--- src/rtl/arb_pkg.sv ---
// Shared types and default sizing for the request/grant arbiter.
// State encoding and parameter defaults used by the top and the bench.
package arb_pkg;

  typedef enum logic {
    IDLE,
    OWNED
  } arb_state_e;

  localparam int N_DEF        = 4;
  localparam int MAX_HOLD_DEF = 8;

endpackage

--- src/rtl/rr_priority_pick.sv ---
// Round-robin pick: rotate requests by ptr, then take the lowest set bit.
// Purely combinational; idx is only meaningful while valid is high.
module rr_priority_pick #(
  parameter int N = 4
) (
  input  logic [N-1:0]         req,
  input  logic [$clog2(N)-1:0] ptr,
  output logic                 valid,
  output logic [$clog2(N)-1:0] idx
);

  localparam int IW = $clog2(N);

  logic [2*N-1:0] dbl;
  logic [N-1:0]   rot;
  logic [IW-1:0]  off;
  logic [IW:0]    sum;

  always_comb begin
    dbl = {req, req} >> ptr;
    rot = dbl[N-1:0];
    off = '0;
    // Walk downwards so the lowest set bit wins.
    for (int i = N - 1; i >= 0; i--) begin
      if (rot[i]) off = IW'(i);
    end
    sum = {1'b0, off} + {1'b0, ptr};
    if (sum >= (IW + 1)'(N)) sum = sum - (IW + 1)'(N);
    idx = sum[IW-1:0];
  end

  assign valid = |req;

endmodule

--- src/rtl/req_gnt_arbiter.sv ---
// Round-robin request/grant arbiter with a bounded hold time.
// An owner keeps the grant until it drops its request or hits MAX_HOLD.
module req_gnt_arbiter
  import arb_pkg::*;
#(
  parameter int N        = N_DEF,
  parameter int MAX_HOLD = MAX_HOLD_DEF
) (
  input  logic                 clk,
  input  logic                 rst_n,
  input  logic [N-1:0]         request,
  output logic [N-1:0]         grant,
  output logic                 grant_valid,
  output logic [$clog2(N)-1:0] grant_id,
  output logic                 timeout_err
);

  localparam int IW = $clog2(N);
  localparam int CW = $clog2(MAX_HOLD);

  arb_state_e    state;
  logic [IW-1:0] owner;
  logic [IW-1:0] ptr;
  logic [IW-1:0] nxt_ptr;
  logic [IW-1:0] pick_idx;
  logic          pick_valid;
  logic [CW-1:0] hold;
  logic          own_req;
  logic          hold_max;

  rr_priority_pick #(
    .N(N)
  ) u_pick (
    .req  (request),
    .ptr  (ptr),
    .valid(pick_valid),
    .idx  (pick_idx)
  );

  assign own_req  = request[owner];
  assign hold_max = (hold == CW'(MAX_HOLD - 1));
  assign nxt_ptr  = (owner == IW'(N - 1)) ? '0 : owner + 1'b1;

  always_ff @(posedge clk or negedge rst_n) begin
    if (!rst_n) begin
      state       <= IDLE;
      owner       <= '0;
      ptr         <= '0;
      hold        <= '0;
      timeout_err <= 1'b0;
    end else begin
      timeout_err <= 1'b0;
      unique case (state)
        IDLE: begin
          if (pick_valid) begin
            state <= OWNED;
            owner <= pick_idx;
            hold  <= '0;
          end
        end
        OWNED: begin
          // A voluntary drop wins over the hold limit on the same edge.
          if (!own_req) begin
            state <= IDLE;
            ptr   <= nxt_ptr;
            hold  <= '0;
          end else if (hold_max) begin
            state       <= IDLE;
            ptr         <= nxt_ptr;
            hold        <= '0;
            timeout_err <= 1'b1;
          end else begin
            hold <= hold + 1'b1;
          end
        end
      endcase
    end
  end

  // Masking by live request keeps grant[i] -> request[i] within the cycle.
  always_comb begin
    grant = '0;
    if (state == OWNED) grant[owner] = request[owner];
  end

  assign grant_valid = |grant;
  assign grant_id    = grant_valid ? owner : '0;

endmodule

--- config.mk ---
export PLATFORM = sky130hd
export DESIGN_NAME = req_gnt_arbiter
export DESIGN_NICKNAME = d
export VERILOG_FILES = /design/src/rtl/arb_pkg.sv /design/src/rtl/rr_priority_pick.sv /design/src/rtl/req_gnt_arbiter.sv
export SDC_FILE = /design/constraint.sdc
export NUM_CORES = 1
export LEC_CHECK = 0
export ABC_AREA = 1
export BUFFER_PORTS_ARGS = -buffer_cell sky130_fd_sc_hd__buf_4
export CORE_MARGIN = 2
export CORE_UTILIZATION = 30
export CTS_CLUSTER_DIAMETER = 30
export CTS_CLUSTER_SIZE = 40
export DETAILED_ROUTE_END_ITERATION = 12
export GPL_ROUTABILITY_DRIVEN = 0
export PLACE_DENSITY = 0.6
export REMOVE_ABC_BUFFERS = 1
export SETUP_SLACK_MARGIN = 0.4
export SLEW_MARGIN = 20
export SYNTH_ARGS = -nofsm -noshare
export SYNTH_HDL_FRONTEND = slang
export SYNTH_SLANG_ARGS = --single-unit
--- constraint.sdc ---
create_clock -name clk -period 2.2 [get_ports clk]
set_input_delay 0.33 -clock clk [delete_from_list [all_inputs] [get_ports clk]]
set_output_delay 0.33 -clock clk [all_outputs]
set_load 0.02 [all_outputs]
==> summary.txt <==
Timing
  • Minimum period implied by the final worst setup slack: 1.95 ns
  • Worst slew pin tran: between 0.3 and 0.4 ns
  • Final count of negative-setup-slack endpoints: 0
  • Highest clock rate: just over 0.5 GHz
  • Worst slew margin relative to its limit: slightly below 80%
  • Final slew viol count: 0
  • Setup TNS: 0 ns
  • Unrepaired setup endpoints after global routing: true
  • Final Hold Fails: 0
  • Min Hold Slack: around 0.42 ns
  • Clock skew after layout: around 0.0081 ns
  • Fraction of the cycle the final worst path needs: between 80% and 90%

Drt
  • Number of routed nets with antenna violations: 0
  • First-pass DRT Iterations: 4
  • Post-route DRC violation count: 0
  • Routed WL per cell: approximately 11 µm
  • Initial DRC Count: 7
  • Routed wire length: ~1700 µm
  • Via-to-Cell Ratio: 4.61
  • Total number of vias: slightly above 700

Setup path
  • Cell at the slowest stage of the critical path: dfrtp_1
  • Required time of the critical path: approximately 1.9 ns
  • Endpoint of the worst-slack reg-to-reg timing path: owner[1]$_DFFE_PN0P_
  • Setup slack of the worst register-to-register path: about 0.56 ns
  • Crit Reg-Reg Startpoint: ptr[1]$_DFFE_PN0P_
  • Depth of the worst register-to-register path: 10
  • Data arrival time at the worst-slack endpoint: around 1.6 ns
  • Cells along the critical path: buf_4 -> ha_4 -> o41ai_4 -> nor2_1 -> buf_4
  • Worst path depth: 5
  • Top cell by count, worst path: buf_4
  • Launching element type of the critical path: flip-flop
  • Critical path class: reg -> out
  • CP top delay family: flip-flops
  • Peak per-stage delay on the critical path: 0.43 ns
  • Count of buffering cells on the critical path with inverters included: 2
  • Worst-path fanout max: 4
  • Capturing element type of the critical path: primary output

Power and ir drop
  • Net Switching: 0.000714 W
  • Internal power component: 0.000758 W
  • Maximum vdd ir drop: 0.636 mV
  • Switching share of power: 48.5%
  • Register share of total power: between 20% and 30%
  • P_leak: approximately 0.53 nW
  • Part of the total power dissipated in the clock network: between 8 and 9%
  • Combinational Power Share: 69.3%
  • Pwr/cell area: between 1000 and 1500 nW/µm²

Floorplanning
  • Top Ports: 14
  • Floorplan die width: 52.1 µm
  • Floorplan Core Area: between 2000 and 2500 µm²
  • Die ar.: approximately 2700 µm²
  • Height of the die: 52.1 µm
  • Starting density of the core: 31.6%
  • Row Count: 17

Global route
  • First-pass GRT wire length: between 2000 and 3000 µm
  • Pin count of the biggest net entering global routing: 10
  • Number of antenna violations at the first check in global routing: 0
  • Global route overflow: 0
  • Total global routing track utilization: between 10 and 15%
  • Via count of the first global-routing pass: 715

Layout
  • Total number of nets in the final design: about 140
  • Fill cell instance count of the final layout: 232
  • Share of the core filled with cells in the final layout: between 40 and 50%
  • Ratio of cells with drive above 1 in the final layout: slightly below 40%
  • ANT cells: 0
  • Area added between synthesis and finish: 43.9%

Clocking
  • CTS tree: done
  • Bufs on Longest Clock Path: 2
  • Clock Sink Count: 9
  • H-tree depth: 1
  • Clock-pin slew of the registers on the worst-case setup and hold paths: roughly 0.06 ns
  • Cell at the root of the clock tree: clkbuf_4
  • Skew-Pair Late Insertion Delay: 0.26 ns
  • Number of buffers inserted during clock tree synthesis: 3

Place
  • Detailed-placement wirelength estimate: between 1000 and 1500 µm
  • Buffers added on ports: 13

Synthesis
  • Top cells by count, synth: 29 x nand2_1, 16 x nand3_1, 11 x nor2_1
  • Post-synthesis cell count: 100
  • Biggest area contributors in the synthesized netlist: dfrtp_1 32%, nand2_1 16%, ha_1 13%
  • Synth top area share: 32.5%
  • Post-synthesis area per instance: about 7 µm²
  • Post-synthesis sequential area ratio: between 30% and 40%
  • Yosys warning count: 0
  • Async SR Flop Fraction: 100%
  • Leading area contributor after synthesis: dfrtp_1
  • Ys flop type: dfrtp_1
  • Count of distinct cell types in the synthesized netlist: 18
  • Synthesized flop and latch total: 9
  • Cell with the most instances after synthesis: nand2_1
  • Count of flip-flops with a built-in enable after synthesis: 0
  • Mapped Area: around 690 µm²

Run status
  • Run status: finished clean

Hold path
  • Hold/Removal Path Class: in -> async

Run
  • Number of max-capacitance violations reported: 0
routing by layer:
layer / GRT usage [%] / vias up / part of all wire (%)
met5: 0 / - / 0
met2: 23.4 / 9 / 47
li1: - / 373 / -
met1: 17.8 / 329 / 49
met4: 6.58 / 0 / 1.7
met3: 2.59 / 4 / 2.0
layout make-up:
cell class                 count  area, µm²  share of cell area (%)
clock buffer                   4       26.3                    2.63
sequential                     9        229                    23.0
timing repair buffer          23        175                    17.6
tap                           28       35.0                    3.51
multi-input combinational     75        469                    47.1
inverter                      16       62.6                    6.27
cell usage in the layout, fill, tap and decap left out, drive strengths merged:
cell         count
dlygate4sd3      1
ha               7
a21oi            1
xor2             1
clkinv           1
a21boi           1
nand2           31
dfrtp            9
clkbuf           4
nand3           16
o31ai            1
inv             15
buf             22
o41ai            1
nor2            12
o21ai            4
stage by stage:
| stage | area, µm² | instances | total power (W) | setup WS (ns) |
|---|---|---|---|---|
| finish | 997 | 155 | 0.00147 | 0.254 |
| global route | 997 | 155 | 0.00163 | 0.148 |
| CTS | 933 | 152 | 0.00138 | 0.272 |
| detailed placement | 826 | 141 | 0.00110 | 0.263 |
| global placement | 826 | 141 | 0.00108 | 0.353 |
| floorplan | 693 | 100 | 0.000884 | 0.438 |
logic make-up after synthesis:
kind of cell | share of synthesized area, %
xor gates and xnor gates | 1.26
buffers and inverters | 8.66
DFF | 32.5
AOI/OAI and AO/OA | 8.30
and+or+nand+nor | 36.6
adders and majority gates | 12.6
power groups by stage:
stage	Sequential, W	Clock (W)	Combinational (W)
finish	0.000327	0.000125	0.00102
global placement	0.000312	0	0.000770
detailed placement	0.000316	0	0.000785
global route	0.000334	0.000140	0.00115
floorplan	0.000299	0	0.000585
CTS	0.000311	0.000133	0.000937
how the worst max path moves through the flow:
stage | from | endpoint | slack [ns]
floorplan | owner[0]$_DFFE_PN0P_ | grant_id[0] | 0.44
global placement | owner[0]$_DFFE_PN0P_ | grant_id[0] | 0.35
detailed placement | owner[0]$_DFFE_PN0P_ | grant_id[0] | 0.26
CTS | owner[0]$_DFFE_PN0P_ | grant_id[0] | 0.27
global route | owner[1]$_DFFE_PN0P_ | grant_id[0] | 0.15
finish | owner[1]$_DFFE_PN0P_ | grant_id[0] | 0.25
worst reg2reg max path: cells and delay by family (launching register included):
family	cells	cell delay, ns
AND/OR/NAND/NOR	6	0.47
flip-flops	1	0.46
adder cells (fa/ha/maj)	1	0.20
XOR/XNOR	1	0.16
AO/OA/AOI/OAI	1	0.13
buffers and inverters	1	0.12
state kept, by name (all words and copies together) (netlist names):
name / count
owner: 2
timeout_err: 1
state: 1
ptr: 2
hold: 3
timing repair:
action,CTS,global route
endpoints found under the setup margin,7,8
setup buffers,6,3
pin swaps,2,4
gates resized for setup,6,11
endpoints found under the hold margin,9,0
cloned,0,0
hold buffers,1,0
(Power assumes the default switching activity.)
